`src/rtl/serial_frame_controller_if.sv`:
```
// ---------------------------------------------------------------------------
// serial_frame_controller_if
// Bundles the serial-side and channel-side signals of serial_frame_controller.
//   clkEN      : bit strobe, one serial bit per enabled clk edge
//   SerIn      : serial data in
//   SerOut     : serial data out (pass-through of SerIn)
//   ch_valid   : one-hot channel select while payload is forwarded
//   busy       : controller is inside a frame
//   addr, len  : captured destination channel and payload length field
//   frame_done : one-clk pulse at end of payload
//   frame_cnt  : completed-frame counter (mod 256)
// slave  : the controller side; master : the driver/monitor side.
// ---------------------------------------------------------------------------
interface serial_frame_controller_if #(
    parameter int unsigned ADDR_W = 2,
    parameter int unsigned LEN_W  = 4
);
    logic                   clkEN;
    logic                   SerIn;
    logic                   SerOut;
    logic [2**ADDR_W-1:0]   ch_valid;
    logic                   busy;
    logic [ADDR_W-1:0]      addr;
    logic [LEN_W-1:0]       len;
    logic                   frame_done;
    logic [7:0]             frame_cnt;

    modport slave (
        input  clkEN, SerIn,
        output SerOut, ch_valid, busy, addr, len, frame_done, frame_cnt
    );

    modport master (
        output clkEN, SerIn,
        input  SerOut, ch_valid, busy, addr, len, frame_done, frame_cnt
    );
endinterface

```
`src/rtl/serial_frame_controller.sv`:
```
// ---------------------------------------------------------------------------
// serial_frame_controller
// Hunts for the frame header on SerIn, captures a channel address and a
// payload length field, then routes len+1 payload bits to one of 2**ADDR_W
// channels via a one-hot ch_valid.
// Ports:
//   clk : system clock, rising edge
//   rst : asynchronous active-low reset
//   bus : serial_frame_controller_if.slave (clkEN, SerIn in; SerOut,
//         ch_valid, busy, addr, len, frame_done, frame_cnt out)
// ---------------------------------------------------------------------------
module serial_frame_controller #(
    parameter int unsigned          HDR_LEN = 6,
    parameter logic [HDR_LEN-1:0]   HDR     = 6'b110101,
    parameter int unsigned          ADDR_W  = 2,
    parameter int unsigned          LEN_W   = 4
) (
    input  logic                        clk,
    input  logic                        rst,
    serial_frame_controller_if.slave    bus
);

    typedef enum logic [1:0] {
        S_HUNT,
        S_ADDR,
        S_LEN,
        S_DATA
    } state_t;

    state_t                 state;
    // Only the previous HDR_LEN-1 bits are kept; the oldest bit of a full
    // HDR_LEN history would be shifted out before it could ever be compared.
    logic [HDR_LEN-2:0]     hist;
    logic [HDR_LEN-1:0]     window;
    logic [ADDR_W-1:0]      addr_r;
    logic [LEN_W-1:0]       len_r;
    logic [LEN_W-1:0]       bitcnt;
    logic [7:0]             frame_cnt_r;
    logic                   frame_done_r;
    logic [2**ADDR_W-1:0]   ch_valid_c;

    assign window = {hist, bus.SerIn};

    always_ff @(posedge clk or negedge rst) begin
        if (!rst) begin
            state        <= S_HUNT;
            hist         <= '0;
            addr_r       <= '0;
            len_r        <= '0;
            bitcnt       <= '0;
            frame_cnt_r  <= '0;
            frame_done_r <= 1'b0;
        end else begin
            // frame_done is a single-clk pulse even when clkEN is low next
            frame_done_r <= 1'b0;
            if (bus.clkEN) begin
                case (state)
                    S_HUNT: begin
                        hist <= window[HDR_LEN-2:0];
                        if (window == HDR) begin
                            state  <= S_ADDR;
                            bitcnt <= '0;
                        end
                    end
                    S_ADDR: begin
                        addr_r <= ADDR_W'({addr_r, bus.SerIn});
                        if (bitcnt == LEN_W'(ADDR_W - 1)) begin
                            state  <= S_LEN;
                            bitcnt <= '0;
                        end else begin
                            bitcnt <= bitcnt + 1'b1;
                        end
                    end
                    S_LEN: begin
                        len_r <= LEN_W'({len_r, bus.SerIn});
                        if (bitcnt == LEN_W'(LEN_W - 1)) begin
                            state  <= S_DATA;
                            bitcnt <= '0;
                        end else begin
                            bitcnt <= bitcnt + 1'b1;
                        end
                    end
                    S_DATA: begin
                        bitcnt <= bitcnt + 1'b1;
                        if (bitcnt == len_r) begin
                            state        <= S_HUNT;
                            hist         <= '0;
                            frame_cnt_r  <= frame_cnt_r + 1'b1;
                            frame_done_r <= 1'b1;
                        end
                    end
                    default: state <= S_HUNT;
                endcase
            end
        end
    end

    always_comb begin
        ch_valid_c = '0;
        if (state == S_DATA) begin
            ch_valid_c[addr_r] = 1'b1;
        end
    end

    assign bus.SerOut     = bus.SerIn;
    assign bus.ch_valid   = ch_valid_c;
    assign bus.busy       = (state != S_HUNT);
    assign bus.addr       = addr_r;
    assign bus.len        = len_r;
    assign bus.frame_done = frame_done_r;
    assign bus.frame_cnt  = frame_cnt_r;

endmodule

```
`src/flat_wrapper.sv`:
```
// flat-port wrapper written by rule: the top's interface ports become plain ports
module serial_frame_controller_flat 
#(
    parameter int unsigned          HDR_LEN = 6,
    parameter logic [HDR_LEN-1:0]   HDR     = 6'b110101,
    parameter int unsigned          ADDR_W  = 2,
    parameter int unsigned          LEN_W   = 4
)
  (clk, rst, bus_clkEN, bus_SerIn, bus_SerOut, bus_ch_valid, bus_busy, bus_addr, bus_len, bus_frame_done, bus_frame_cnt);
  serial_frame_controller_if #(.ADDR_W(ADDR_W), .LEN_W(LEN_W)) bus_i ();
  input  logic clk;
  input  logic rst;
  input wire logic [$bits(bus_i.clkEN)-1:0] bus_clkEN;
  input wire logic [$bits(bus_i.SerIn)-1:0] bus_SerIn;
  output wire logic [$bits(bus_i.SerOut)-1:0] bus_SerOut;
  output wire logic [$bits(bus_i.ch_valid)-1:0] bus_ch_valid;
  output wire logic [$bits(bus_i.busy)-1:0] bus_busy;
  output wire logic [$bits(bus_i.addr)-1:0] bus_addr;
  output wire logic [$bits(bus_i.len)-1:0] bus_len;
  output wire logic [$bits(bus_i.frame_done)-1:0] bus_frame_done;
  output wire logic [$bits(bus_i.frame_cnt)-1:0] bus_frame_cnt;
  assign bus_i.clkEN = bus_clkEN;
  assign bus_i.SerIn = bus_SerIn;
  assign bus_SerOut = bus_i.SerOut;
  assign bus_ch_valid = bus_i.ch_valid;
  assign bus_busy = bus_i.busy;
  assign bus_addr = bus_i.addr;
  assign bus_len = bus_i.len;
  assign bus_frame_done = bus_i.frame_done;
  assign bus_frame_cnt = bus_i.frame_cnt;
  serial_frame_controller #(.HDR_LEN(HDR_LEN), .HDR(HDR), .ADDR_W(ADDR_W), .LEN_W(LEN_W)) u_core (.clk(clk), .rst(rst), .bus(bus_i));
endmodule
```
`config.mk`:
```
export PLATFORM = sky130hd
export DESIGN_NAME = serial_frame_controller_flat
export DESIGN_NICKNAME = d
export VERILOG_FILES = /design/src/rtl/serial_frame_controller_if.sv /design/src/rtl/serial_frame_controller.sv /design/src/flat_wrapper.sv
export SDC_FILE = /design/constraint.sdc
export NUM_CORES = 1
export LEC_CHECK = 0
export BUFFER_PORTS_ARGS = -buffer_cell sky130_fd_sc_hd__buf_2
export CORE_AREA = 2 2 57 59
export CTS_CLUSTER_DIAMETER = 60
export CTS_CLUSTER_SIZE = 30
export DETAILED_ROUTE_END_ITERATION = 7
export DIE_AREA = 0 0 59 61
export PLACE_DENSITY = 0.71
export RECOVER_POWER = 25
export SLEW_MARGIN = 30
export SYNTH_ARGS = -nofsm -noshare
export SYNTH_HDL_FRONTEND = slang
export SYNTH_SLANG_ARGS = --single-unit
```
`constraint.sdc`:
```
create_clock -name clk -period 1.7 [get_ports clk]
set_clock_uncertainty 0.05 [all_clocks]
set_input_delay 0.255 -clock clk [delete_from_list [all_inputs] [get_ports clk]]
set_output_delay 0.255 -clock clk [all_outputs]
set_load 0.02 [all_outputs]
```
# Word-level counts from Yosys, hierarchy flattened
# Index checks and enable logic that the tools add are counted.
[word_totals]
output_inout_bits = 21
regBits = 26
mem_bits_rw = 0
input_bits = 4
latchBits = 0
romBits = 0
wordCells = 49
memories = 0
[classes]
shifts = 0
n_reduce_logical = 10
magnitude_cmp = 2
add_sub_neg = 2
div = 0
n_eq_ne = 11
bitwise = 0
muxes = 17
multipliers = 0
[op_table]
columns = ["operator", "count"]
rows = [
  ["$mux W4", 4],
  ["$pmux W4 S4", 1],
  ["$pmux W5 S2", 1],
  ["$add A8 B1 Y8 const B", 1],
  ["$mux W2", 4],
  ["$ne A2 B1 Y1 const B", 4],
  ["$pmux W2 S4", 1],
  ["$eq A6 B6 Y1 const B", 1],
  ["$reduce_and A2 Y1", 3],
  ["$reduce_and A3 Y1", 2],
  ["$mux W5", 1],
  ["$reduce_and A5 Y1", 1],
  ["$add A4 B1 Y4 const B", 1],
  ["$eq A2 B2 Y1 const B", 2],
  ["$eq A4 B1 Y1 const B", 1],
  ["$eq A4 B2 Y1 const B", 1],
  ["$eq A4 B4 Y1", 1],
  ["$mux W1", 4],
  ["$reduce_bool A2 Y1", 2],
  ["$lt A2 B3 Y1 const B", 1],
  ["$demux W1 S2", 1],
  ["$eq A2 B1 Y1 const B", 1],
  ["$ge A2 B1 Y1 const B", 1],
  ["$logic_not A2 Y1", 1],
  ["$logic_and A1 B1 Y1", 1],
]

# Depth between registers and ports, before layout
[depth]
ltp_word = 5
ltp_mapped = 6
mapped_depth_nobuf = 6

# Worst setup path after synthesis
# OpenSTA, ideal clock, no wires.
[synth_path]
kind = "register to register"
start = "register u_core.state[0]"
end = "register u_core.state[1]"
t_arrival_ns = 1.592
path_slack_ns = -0.068
t_required_ns = 1.525
path_stages_with_launch = 7
setup_time_ns = 0.125
period_less_slack_ns = 1.768
n_path_buf = 0
cell_sequence = "dfrtp_1 inv_1 ha_1 inv_1 a22oi_2 a211o_1 mux2_4"
[synth_between]
elab_chain_cells = 3
elab_cells_between_ends = 10
classes_between = "eq/ne: 7; mux: 1; reduce/logical: 2"
[synth_lines]
columns = ["item", "line_no", "rtl"]
rows = [
  ["from (decl)", "serial_frame_controller.sv:30", "state_t state;"],
  ["from (signal assigned)", "serial_frame_controller.sv:46", "state <= S_HUNT;"],
  ["from (signal assigned)", "serial_frame_controller.sv:61", "state <= S_ADDR;"],
  ["from (signal assigned)", "serial_frame_controller.sv:68", "state <= S_LEN;"],
  ["$eq A2 B2 Y1, or another cell as far along", "serial_frame_controller.sv:57", "case (state)"],
  ["$ne A2 B1 Y1 (no line)", "-", ""],
  ["$reduce_and A5 Y1 (no line)", "-", ""],
]
# Several ways; a longest one is shown, not always the timed one.
# A chain may end at the register's enable or synchronous reset.

# Worst setup path in the final report
# Same ends and word-level chain as after synthesis.

==> impl_metrics.ini <==
[outcome]
status = complete, but fails checks
violations = negative setup slack

[route]
drt_iter0_drc = 39
via_per_inst = 5.29
drcViolationCount = 0
firstDrtPassIters = 4
dr_wl_met3_microns = 107
ant_nets = 0
dr_wl_met2_mm = 1.51
routedWlPerCell_microns = 14.4
dr.max_layer_used = met4
met1_length_mm = 1.29
dr_total_vias = 1074
drt-total-wl_mm = 2.93

[die]
ios = 25
die_area_sq_mm = 0.00360
fp-row-count = 20
start_util = 0.469
die_y_microns = 61
core_area_sq_mm = 0.00295
die_x_microns = 59

[critical_path]
reg2regPathDepth = 6
r2r_end = u_core.state[1]$_DFFE_PN0P_
critPathMaxFanout = 4
setup.worst_path.end = u_core.state[1]$_DFFE_PN0P_
crit_path_end_kind = flop
worstPathArrival_ns = 1.90
rr_startpoint = u_core.state[0]$_DFFE_PN0P_
cp.required_ns = 1.88
cp-start-kind = flop
rrSetupSlack_ns = -0.02
crit_type = flop to flop
crit_start = u_core.state[0]$_DFFE_PN0P_

[cts]
cts_sinks = 26
clkLatencyLatePin_ns = 0.32
cts_buffer_depth = 2
tritoncts = done
clkSlewWorstSetupHoldPaths_ns = 0.14
htreeDepth = 1
clock-root-buffer = clkbuf_4
numCtsBuffers = 3

[final_layout]
fin_cells = 203
antenna_cells = 0
final_area_sq_mm = 0.00184
finish.utilization = 0.622
layout.nets = 182
multiInputGateArea_sq_um = 802
final_layout_size_suffix_gt1_frac = 0.476
syn_to_final_growth_pct = 32.6
seq_area_sq_um = 658
final_cell_mix = 20 x buf_2, 20 x dfrtp_1, 15 x nand2_1
n_fill_cell = 243

[timing]
rsz0062_at_grt = true
finalSetupViolations = 1
slew_headroom = 0.574
fin_crit_sh = 1.01
slew_violations = 0
final.min_clock_period_ns = 1.72
setup_slack_ns = -0.0166
fmax_mhz = 583
hold_viol = 0
tightest_slew_ns = 0.638

[logic_synthesis]
syn_nets = 140
yosysSeqAreaShare = 0.469
netlist_instances = 129
synth_seq_cells = 26
yosys_warnings = 0
post_synth_instance_area_sq_mm = 0.00139
ys_types = 30
avgSynthCellArea_sq_um = 10.7

[global_routing]
overflow = 0
grt_pass1_vias = 1064
grt_usage = 0.176
grt_pass1_wl_mm = 4.66
grt_max_degree = 27
antenna_found_initial = 0

[power]
leakage_nw = 0.898
p_per_area_mw_per_mm2 = 1900
max-vdd-ir-drop_v = 0.000863
power_mw = 3.48

[placed_design]
dp_hpwl_mm = 2.10
port_buffers = 24
gp_congestion = 0.743
dp_cells = 193
placed_area_sq_mm = 0.00160

[min_path]
hold_path_class = input port to flop

[flow_run]
cap_violations = 0
through the flow:
stage	setup TNS [ns]	hold WS [ns]	worst slack [ns]
after floorplan	0	-0.0906	0.00545
after global placement	0	0.232	0.0328
after detailed placement	-0.162	0.235	-0.103
after CTS	-0.0107	0.185	-0.0107
after global routing	-0.246	0.192	-0.0616
final	-0.0166	0.194	-0.0166
area by class of cell:
type,instances,share of cell area
Timing Repair Buffer,39,0.136
Clock buffer,3,0.0123
Sequential cell,26,0.358
Multi-Input combinational cell,92,0.436
Clock inverter,1,0.0163
Tap cell,33,0.0225
Inverter,9,0.0184
state kept, by name, summed over array words and instances, names as in the netlist:
| name | flops |
|---|---|
| u_core.state | 2 |
| u_core.hist | 5 |
| u_core.bus.len | 4 |
| u_core.bus.frame_done | 1 |
| u_core.bitcnt | 4 |
| u_core.bus.frame_cnt | 8 |
| u_core.bus.addr | 2 |
cell usage after synthesis, drive strengths merged:
| library cell | instances | area share |
|---|---|---|
| a211o | 1 | 0.0063 |
| a22oi | 6 | 0.036 |
| a32o | 1 | 0.0072 |
| a41oi | 1 | 0.012 |
| and3 | 2 | 0.0090 |
| and4 | 1 | 0.0063 |
| and4bb | 1 | 0.0090 |
| buf | 1 | 0.0054 |
| clkbuf | 1 | 0.0036 |
| dfrtp | 26 | 0.47 |
| ha | 7 | 0.063 |
| inv | 9 | 0.024 |
| mux2 | 8 | 0.068 |
| mux2i | 1 | 0.0072 |
| nand2 | 17 | 0.046 |
| nand2b | 4 | 0.018 |
| nand3 | 7 | 0.025 |
| nand3b | 1 | 0.0054 |
| nand4 | 1 | 0.015 |
| nor2 | 7 | 0.019 |
| nor3 | 6 | 0.022 |
| nor4 | 1 | 0.0045 |
| o21ai | 6 | 0.022 |
| o22ai | 1 | 0.0045 |
| o311ai | 1 | 0.0063 |
| xnor2 | 4 | 0.042 |
| xor2 | 7 | 0.044 |
critical path, stage by stage, from the launching register on:
cell and delay [ns]:
dfrtp_2 0.46, inv_2 0.08, ha_4 0.19, o22ai_4 0.14, nand3_2 0.09, a211o_1 0.32
mux2_4 0.31
where the power goes:
group	switching [mW]	total, mW	internal (mW)
Clock	0.184	0.422	0.239
Sequential	0.297	1.14	0.840
Combinational	0.966	1.92	0.958
Total	1.45	3.48	2.04
timing repair:
item / 4_1_cts / 5_1_grt
pin swaps: 2 / 6
hold buffers: 1 / 0
resized for setup: 7 / 28
endpoints found under the setup margin: 7 / 10
setup buffers: 2 / 3
cloned: 0 / 0
hold endpoints to repair: 26 / 0
layer usage:
layer	up-vias	GRT usage
li1	529	-
met1	523	0.208
met2	20	0.316
met3	2	0.0426
met4	0	0.0552
met5	-	0
worst min path at each step:
stage	startpoint	to	slack (ns)	depth (start not counted)
2_1_floorplan	rst	u_core.bitcnt[0]$_DFFE_PN0P_	-0.09	0
3_3_place_gp	rst	u_core.bus.frame_cnt[7]$_DFFE_PN0P_	0.23	1
3_5_place_dp	rst	u_core.bus.frame_cnt[7]$_DFFE_PN0P_	0.23	1
4_1_cts	bus_SerIn	u_core.bus.len[0]$_DFFE_PN0P_	0.18	2
5_1_grt	bus_SerIn	u_core.bus.len[0]$_DFFE_PN0P_	0.19	2
6_report	bus_SerIn	u_core.bus.len[0]$_DFFE_PN0P_	0.19	2
logic make-up (layout without fill, tap and decap cells):
logic type / count (synthesis) / in the layout / synth area share
simple gates: 48 / 48 / 0.180
flops: 26 / 26 / 0.469
compound gates: 17 / 17 / 0.0939
xor+xnor: 11 / 11 / 0.0857
buf+inv: 11 / 52 / 0.0334
mux: 9 / 9 / 0.0749
fa+ha+maj: 7 / 7 / 0.0632
Note: power is estimated with default switching activity, not from simulation.
